==> src/rtl/data_mem_arb_pkg.sv <==
// Shared types and constants for the data-memory arbiter.
package data_mem_arb_pkg;

  localparam int DEF_ADDR_W    = 8;
  localparam int DEF_DATA_W    = 8;
  localparam int DEF_MEM_DEPTH = 32;

  // Port indices; the winner index is a single bit.
  localparam logic PORT_CPU = 1'b0;
  localparam logic PORT_AUX = 1'b1;

  typedef enum logic {
    IDLE   = 1'b0,
    ACCESS = 1'b1
  } state_t;

endpackage

==> src/rtl/data_mem_arbiter_rr_arbiter2.sv <==
// Combinational two-way round-robin pick: on a tie the port that was not
// granted last wins, otherwise the lone requester wins.
module rr_arbiter2
  import data_mem_arb_pkg::*;
(
  input  logic req0,
  input  logic req1,
  input  logic lastPort,
  output logic winner,
  output logic anyReq
);

  // Pick the winner index from the current requests and the last grant.
  always_comb begin
    anyReq = req0 | req1;
    winner = PORT_CPU;
    if (req0 && req1) begin
      winner = ~lastPort;
    end else if (req1) begin
      winner = PORT_AUX;
    end
  end

endmodule

==> src/rtl/data_mem_arbiter.sv <==
// Two-port arbiter/sequencer for the 32x8 single-port data memory.
//
// Handshake: a requester raises reqN with weN/addrN/wdataN stable and keeps
// them stable until it sees gntN. gntN is a one-cycle pulse marking the cycle
// the command drives the memory; the requester drops or renews reqN on the
// edge that ends that cycle. A read completes with a one-cycle rvalidN pulse
// on the following cycle, rdataN holding the data until the next read of that
// port. errN pulses together with gntN when addrN is beyond the memory depth.
module data_mem_arbiter
  import data_mem_arb_pkg::*;
#(
  parameter int ADDR_W    = DEF_ADDR_W,
  parameter int DATA_W    = DEF_DATA_W,
  parameter int MEM_DEPTH = DEF_MEM_DEPTH
) (
  input  logic              clk,
  input  logic              reset,
  input  logic              req0,
  input  logic              we0,
  input  logic [ADDR_W-1:0] addr0,
  input  logic [DATA_W-1:0] wdata0,
  output logic              gnt0,
  output logic              rvalid0,
  output logic [DATA_W-1:0] rdata0,
  output logic              err0,
  input  logic              req1,
  input  logic              we1,
  input  logic [ADDR_W-1:0] addr1,
  input  logic [DATA_W-1:0] wdata1,
  output logic              gnt1,
  output logic              rvalid1,
  output logic [DATA_W-1:0] rdata1,
  output logic              err1,
  output logic [ADDR_W-1:0] mem_address,
  output logic [DATA_W-1:0] mem_writeData,
  output logic              mem_MemWrite,
  output logic              mem_MemRead,
  input  logic [DATA_W-1:0] mem_readData,
  output state_t            dbgState
);

  localparam logic [ADDR_W:0] DEPTH_L = (ADDR_W + 1)'(MEM_DEPTH);

  state_t              state;
  state_t              nextState;
  logic                lastPort;
  logic                winner;
  logic                anyReq;
  logic                curPort;
  logic                curWe;
  logic [ADDR_W-1:0]   curAddr;
  logic [DATA_W-1:0]   curWdata;
  logic                inAccess;
  logic                inRange;
  logic                readDone0;
  logic                readDone1;

  rr_arbiter2 u_rr (
    .req0     (req0),
    .req1     (req1),
    .lastPort (lastPort),
    .winner   (winner),
    .anyReq   (anyReq)
  );

  // Reset gates the access cycle combinationally so no strobe escapes.
  assign inAccess  = (state == ACCESS) && !reset;
  assign inRange   = ({1'b0, curAddr} < DEPTH_L);
  assign readDone0 = inAccess && !curWe && (curPort == PORT_CPU);
  assign readDone1 = inAccess && !curWe && (curPort == PORT_AUX);
  assign dbgState  = state;

  // State register.
  always_ff @(posedge clk) begin
    if (reset) begin
      state <= IDLE;
    end else begin
      state <= nextState;
    end
  end

  // Next state: any request starts an access, every access returns to IDLE.
  always_comb begin
    nextState = IDLE;
    if (state == IDLE && anyReq) begin
      nextState = ACCESS;
    end
  end

  // Latch the winner's command and remember who was granted.
  always_ff @(posedge clk) begin
    if (reset) begin
      lastPort <= PORT_AUX;
      curPort  <= PORT_CPU;
      curWe    <= 1'b0;
      curAddr  <= '0;
      curWdata <= '0;
    end else if (state == IDLE && anyReq) begin
      lastPort <= winner;
      curPort  <= winner;
      curWe    <= (winner == PORT_AUX) ? we1    : we0;
      curAddr  <= (winner == PORT_AUX) ? addr1  : addr0;
      curWdata <= (winner == PORT_AUX) ? wdata1 : wdata0;
    end
  end

  // Drive the memory and the grant/error pulses during the access cycle.
  always_comb begin
    mem_address   = '0;
    mem_writeData = '0;
    mem_MemWrite  = 1'b0;
    mem_MemRead   = 1'b0;
    gnt0          = 1'b0;
    gnt1          = 1'b0;
    err0          = 1'b0;
    err1          = 1'b0;
    if (inAccess) begin
      mem_address   = curAddr;
      mem_writeData = curWdata;
      mem_MemWrite  = curWe && inRange;
      mem_MemRead   = !curWe && inRange;
      gnt0          = (curPort == PORT_CPU);
      gnt1          = (curPort == PORT_AUX);
      err0          = (curPort == PORT_CPU) && !inRange;
      err1          = (curPort == PORT_AUX) && !inRange;
    end
  end

  // Capture read data at the end of the access; out-of-range reads return 0.
  always_ff @(posedge clk) begin
    if (reset) begin
      rvalid0 <= 1'b0;
      rvalid1 <= 1'b0;
      rdata0  <= '0;
      rdata1  <= '0;
    end else begin
      rvalid0 <= readDone0;
      rvalid1 <= readDone1;
      if (readDone0) begin
        rdata0 <= inRange ? mem_readData : '0;
      end
      if (readDone1) begin
        rdata1 <= inRange ? mem_readData : '0;
      end
    end
  end

endmodule
==> config.mk <==
export PLATFORM = sky130hd
export DESIGN_NAME = data_mem_arbiter
export DESIGN_NICKNAME = d
export VERILOG_FILES = /design/src/rtl/data_mem_arb_pkg.sv /design/src/rtl/data_mem_arbiter_rr_arbiter2.sv /design/src/rtl/data_mem_arbiter.sv
export SDC_FILE = /design/constraint.sdc
export NUM_CORES = 1
export LEC_CHECK = 0
export BUFFER_PORTS_ARGS = -buffer_cell sky130_fd_sc_hd__buf_2
export CORE_ASPECT_RATIO = 0.75
export CORE_MARGIN = 5
export CORE_UTILIZATION = 43
export CTS_BUF_LIST = sky130_fd_sc_hd__clkbuf_8
export DETAILED_ROUTE_END_ITERATION = 8
export PLACE_DENSITY = 0.77
export SLEW_MARGIN = 40
export SYNTH_ARGS = -nofsm -noshare
export SYNTH_HDL_FRONTEND = slang
export SYNTH_SLANG_ARGS = --single-unit
==> constraint.sdc <==
create_clock -name clk -period 1.71 [get_ports clk]
set_input_delay 0.0855 -clock clk [delete_from_list [all_inputs] [get_ports clk]]
set_output_delay 0.0855 -clock clk [all_outputs]
set_load 0.02 [all_outputs]
==> results of run 1 <==
-- how the worst max path moves through the flow --
stage                from     endpoint  slack, ns  depth (start not counted)
2_1_floorplan    dbgState    rdata0[0]       0.28                          5
3_3_place_gp     dbgState    rdata0[2]       0.19                          4
3_5_place_dp     dbgState    rdata0[6]       0.12                          4
4_1_cts          dbgState    rdata0[2]       0.10                          4
5_1_grt        curAddr[5]  mem_MemRead       0.03                          3
6_report          curPort    rdata0[0]       0.15                          4
-- report_power, final --
| part | total [mW] | internal, mW | switching (mW) |
|---|---|---|---|
| Combinational | 0.351 | 0.144 | 0.207 |
| Sequential | 0.971 | 0.939 | 0.0318 |
| Clock | 0.617 | 0.319 | 0.298 |
| Total | 1.94 | 1.40 | 0.536 |
-- per-stage QoR --
step	setup slack [ns]	cell area [µm²]	hold slack (ns)	power, mW
after floorplan	0.278	1680	0.224	1.21
after global placement	0.185	2160	0.334	1.34
after detailed placement	0.122	2160	0.338	1.34
after CTS	0.101	2250	0.0376	1.95
after global routing	0.0266	2250	0.0447	2.03
final	0.151	2250	0.0408	1.94
-- state kept, by name (all words and copies together), names as in the netlist --
signal	cells
curAddr	8
curWdata	8
rdata0	8
rdata1	8
curPort	1
curWe	1
dbgState	1
lastPort	1
rvalid0	1
rvalid1	1
-- final cells by class --
type / instances / area [µm²]
Tap cell: 52 / 65.1
Clock inverter: 2 / 8.76
Fill cell: 364 / 1460
Inverter: 2 / 20.0
Multi-Input combinational cell: 153 / 821
Clock buffer: 6 / 82.6
Sequential cell: 38 / 762
Timing Repair Buffer: 94 / 490
-- kinds of logic after synthesis --
logic type	Yosys count	synth area share, %
compound gates	56	21.1
buf+inv	17	6.11
flops	38	45.3
simple gates	97	27.5
-- timing repair --
| action | 4_1_cts | 5_1_grt |
|---|---|---|
| resized for setup | 0 | 1 |
| endpoints found under the setup margin | 0 | 4 |
| hold buffers | 0 | 0 |
-- Yosys cell counts --
| library cell | number | area, µm² |
|---|---|---|
| a211oi_1 | 17 | 128 |
| a21boi_2 | 1 | 11.3 |
| buf_1 | 1 | 3.75 |
| nor3b_1 | 2 | 15.0 |
| buf_4 | 3 | 22.5 |
| or4b_1 | 1 | 10.0 |
| nor3_1 | 2 | 10.0 |
| clkinv_1 | 1 | 3.75 |
| a21bo_2 | 1 | 10.0 |
| or2b_1 | 1 | 7.51 |
| a2bb2oi_1 | 1 | 8.76 |
| clkinv_8 | 1 | 16.3 |
| nand2_1 | 33 | 124 |
| a221o_1 | 1 | 10.0 |
| buf_2 | 6 | 30.0 |
| and3_1 | 1 | 6.26 |
| nand3_1 | 16 | 80.1 |
| clkbuf_1 | 4 | 15.0 |
| a21oi_1 | 33 | 165 |
| buf_6 | 1 | 11.3 |
| dfxtp_1 | 38 | 761 |
| nand4bb_1 | 1 | 11.3 |
| nand2b_1 | 1 | 6.26 |
| o21bai_2 | 1 | 11.3 |
| o21ba_2 | 1 | 10.0 |
| nor2_1 | 21 | 78.8 |
| and2_1 | 17 | 106 |
| nor2b_1 | 1 | 6.26 |
-- layer usage --
| layer | routed length [µm] | global-route usage (%) | up-vias |
|---|---|---|---|
| met5 | 0 | 0 | - |
| met3 | 375 | 5.62 | 7 |
| met1 | 2120 | 24.3 | 806 |
| li1 | - | - | 881 |
| met2 | 2200 | 27.8 | 63 |
| met4 | 65 | 6.85 | 0 |
-- tightest hold or removal path, delay by kind of cell --
family | cells | cell delay (ns)
and+or+nand+nor | 1 | 0.04
buffers and inverters | 1 | 0.09
AOI/OAI and AO/OA | 1 | 0.05
==> flow_metrics.tcl, run 1 <==
set metrics [dict create \
    outcome "complete, no violations" \
    wl_mm 4.76 \
    syn_area_per_cell_um2 8.07 \
    synth_seq_cells 38 \
    hold_path_class "in -> reg" \
    rsz0062_at_grt "no" \
    hp-start "wdata0[0]" \
    crit_path_max_incr_delay_ns 0.76 \
    max-vdd-ir-drop_mv 0.600 \
    syn_inst 208 \
    chipWidth_um 82.2 \
    fin_cells 347 \
    path_cells "or4b_1 -> clkinv_8 -> nand3_1 -> a21oi_1" \
    ys_warn_count 0 \
    cts_sinks 38 \
    timing.rr.start "curPort" \
    cap_violations 0 \
    grt_first_pass_wirelength_mm 7.67 \
    whs_endpoint "curWdata[0]" \
    grt_start_max_net_pins 21 \
    io_pins 87 \
    r2r_slack_ns 0.15 \
    period_minus_slack_ns 1.56 \
    ys_types 28 \
    period_share_pct 91.2 \
    vias 1757 \
    antenna_found_initial 0 \
    clk_pin_slew_worst_paths_ns 0.07 \
    fin_skew_ns 0.00183 \
    grt_overflow 0 \
    area_delta_synth_final_pct 34.0 \
    post-cts-setup-buffers 0 \
    path_delay_family "simple AND/OR/NAND/NOR gates" \
    cp_data_required_time_ns 1.92 \
    antenna_left 0 \
    final_cell_mix "86 x buf_2, 37 x dfxtp_1, 33 x nand2_1, 33 x a21oi_1, 21 x nor2_1" \
    fin_nets 340 \
    hold_viol 0 \
    drt_pass1_iterations 4 \
    fp-row-count 19 \
    setup.worst_path.class "reg -> reg" \
    drive_above_1_share_pct 36.6 \
    antenna_cells 0 \
    cts_tree "done" \
    place.gp.congestion 0.807 \
    slowest_stage "or4b_1" \
    cp-start-kind "flip-flop" \
    relSlewSlack_pct 68.8 \
    synth_area_um2 1680 \
    fmax_mhz 641 \
    coreArea_um2 3710 \
    r2r_end "rdata0[0]" \
    grt_pass1_vias 1618 \
    numCtsBuffers 5 \
    start_util_pct 45.3 \
    die_h_um 64.1 \
    port_buffers 86 \
    drc_errors 0 \
    h-tree-depth 2 \
    drt_first_iter_violations 156 \
    root_buffer "clkbuf_8" \
    synth_nets 254 \
    clk_latency_ns 0.28 \
    finalSetupTns_ns 0 \
    hold_path_depth 3 \
    dieArea_um2 5270 \
    dp_cells 339 \
    grt_usage_pct 18.3 \
    route.detailed.vias_per_inst 5.06 \
    worstSetupEndpointType "flip-flop" \
    clock_path_buffers 2 \
    final_core_util_pct 60.7 \
    final_common_cell "buf_2" \
    maxSlewViolCount 0 \
    setup_violations 0 \
    wl_per_cell_um 13.7 \
    path_buf_inv 1 \
    ys_seq_area_share_pct 45.3 \
    critPathArrivalTime_ns 1.77 \
    p_per_area_nw_per_um2 862 \
    dp_hpwl_mm 3.59 \
    power_leakage_nw 1.09 \
    tightest_slew_ns 0.468 \
    reg2reg_depth 4 \
    critical_path.max_fanout 9 \
]
(Power assumes the default switching activity.)
==> run 2, diff against run 1 <==
Settings changed: PLACE_DENSITY 0.77 to 0.87.
==> run 2 against run 1 <==
Fmax rose by 1.2%. Sequential share of layout area rose by 0.21 points. Utilization fell by 0.47 points. Worst setup slack improved by 0.019 ns. Sequential cell count did not move. Clock skew rose by 0.0021 ns. Critical path depth did not move. Global-route usage fell by 0.18 points. Largest power group unchanged. Clock power fell by 3.7%. Non-clock buffer count fell by 1. Critical path type unchanged. Sequential power barely moved.
==> flow_metrics.tcl, run 2 (synthesis gave the netlist of run 1 again) <==
set metrics [dict create \
    start_util_pct 45.3 \
    worstSetupEndpointType "flip-flop" \
    area_delta_synth_final_pct 32.9 \
    cp-startpoint "curPort" \
    power_leakage_nw 1.07 \
    critical_path.max_fanout 9 \
    io_pins 87 \
    route.detailed.vias_per_inst 5.06 \
    drt_first_iter_violations 94 \
    nFillCells 344 \
    fmax_mhz 649 \
    cts_hold_buf 0 \
    grtUsageMet1_pct 23.8 \
    setup.worst_path.class "reg -> reg" \
    slowest_stage "or4b_1" \
    hold_viol 0 \
    hp-start "wdata0[6]" \
    cp_data_required_time_ns 1.93 \
    rsz0062_at_grt "no" \
    cts_sinks 38 \
    post-cts-setup-buffers 0 \
    wl_mm 4.55 \
    final_core_util_pct 60.2 \
    max-vdd-ir-drop_mv 0.534 \
    hold_path_class "in -> reg" \
    fp-row-count 19 \
    final_cell_mix "86 x buf_2, 38 x dfxtp_1, 33 x nand2_1, 33 x a21oi_1, 21 x nor2_1" \
    place.gp.congestion 0.812 \
    period_minus_slack_ns 1.54 \
    outcome "complete, no violations" \
    timing.rr.start "curPort" \
    holdWs_ns 0.0385 \
    antenna_left 0 \
    numCtsBuffers 5 \
    clk_pin_slew_worst_paths_ns 0.07 \
    cap_violations 0 \
    p_per_area_nw_per_um2 857 \
    setup_violations 0 \
    relSlewSlack_pct 45.7 \
    ctsResizeCount 0 \
    top_usage_layer "met2" \
    crit_path_max_incr_delay_ns 0.76 \
    grt_pass1_vias 1566 \
    final_common_cell "buf_2" \
    grt_overflow 0 \
    chipWidth_um 82.2 \
    h-tree-depth 2 \
    dieArea_um2 5270 \
    swShare_pct 27.2 \
    grt_first_pass_wirelength_mm 7.49 \
    wl_per_cell_um 13.2 \
    maxSlewViolCount 0 \
    root_buffer "clkbuf_8" \
    path_cells "or4b_1 -> clkinv_8 -> nand3_1 -> a21oi_1" \
    period_share_pct 90.1 \
    clkPwrFrac_pct 31.0 \
    intPower_mw 1.39 \
    finalSetupTns_ns 0 \
    clk_latency_ns 0.28 \
    coreArea_um2 3710 \
    path_buf_inv 1 \
    port_buffers 86 \
    antenna_cells 0 \
    path_delay_family "simple AND/OR/NAND/NOR gates" \
    cts_tree "done" \
    antenna_found_initial 0 \
    drive_above_1_share_pct 36.0 \
    switchingPower_mw 0.520 \
    dp_hpwl_mm 3.36 \
    drt_pass1_iterations 4 \
    drc_errors 0 \
    met2_usage_pct 26.9 \
    comb_power_share_pct 18.3 \
    power.total_mw 1.91 \
    die_h_um 64.1 \
    vias 1739 \
    tightest_slew_ns 0.813 \
    grt_util_met3_pct 7.87 \
    clock_path_buffers 2 \
    fin_skew_ns 0.00397 \
    grt_start_max_net_pins 22 \
    seqPwrFrac_pct 50.7 \
    critPathArrivalTime_ns 1.76 \
    grt_usage_pct 18.1 \
    fin_nets 339 \
    cp-start-kind "flip-flop" \
]
[run 2: final timing paths]
| check | endpoint | slack [ns] | cells after the start |
|---|---|---|---|
| max reg2reg | rdata0[5] | 0.17 | 4 |
| min | curWdata[6] | 0.04 | 3 |
| max | rdata0[5] | 0.17 | 4 |
| min reg2reg | rdata1[2] | 0.45 | 2 |
[run 2: per-stage QoR]
step / cell area, µm² / setup slack [ns] / std cells
after floorplan: 1680 / 0.278 / 208
after global placement: 2150 / 0.235 / 338
after detailed placement: 2150 / 0.182 / 338
after CTS: 2230 / 0.153 / 344
after global routing: 2230 / 0.0122 / 344
final: 2230 / 0.170 / 344
[run 2: routing by layer]
metal / vias up / wire length [µm]
met2: 67 / 2040
met3: 4 / 401
met1: 786 / 2070
met4: 0 / 30
met5: - / 0
li1: 882 / -
[run 2: power groups by stage]
stage	sequential, mW	combinational, mW	clock [mW]
after floorplan	0.994	0.220	0
after global placement	0.986	0.346	0
after detailed placement	0.989	0.347	0
after CTS	0.969	0.349	0.600
after global routing	0.977	0.389	0.646
final	0.969	0.349	0.594
[run 2: layout make-up]
| cell class | count | area [µm²] | area share, % |
|---|---|---|---|
| clock buffers | 6 | 82.6 | 3.70 |
| flip-flops and latches | 38 | 761 | 34.1 |
| multi-input cells | 153 | 821 | 36.8 |
| well taps | 52 | 65.1 | 2.91 |
| repair buffers | 93 | 483 | 21.6 |
| inverters | 2 | 20.0 | 0.897 |
[run 2: worst register-to-register path: stages, from the launching register on]
cell	delay, ns
dfxtp_1	0.36
or4b_1	0.76
clkinv_8	0.14
nand3_1	0.09
a21oi_1	0.13
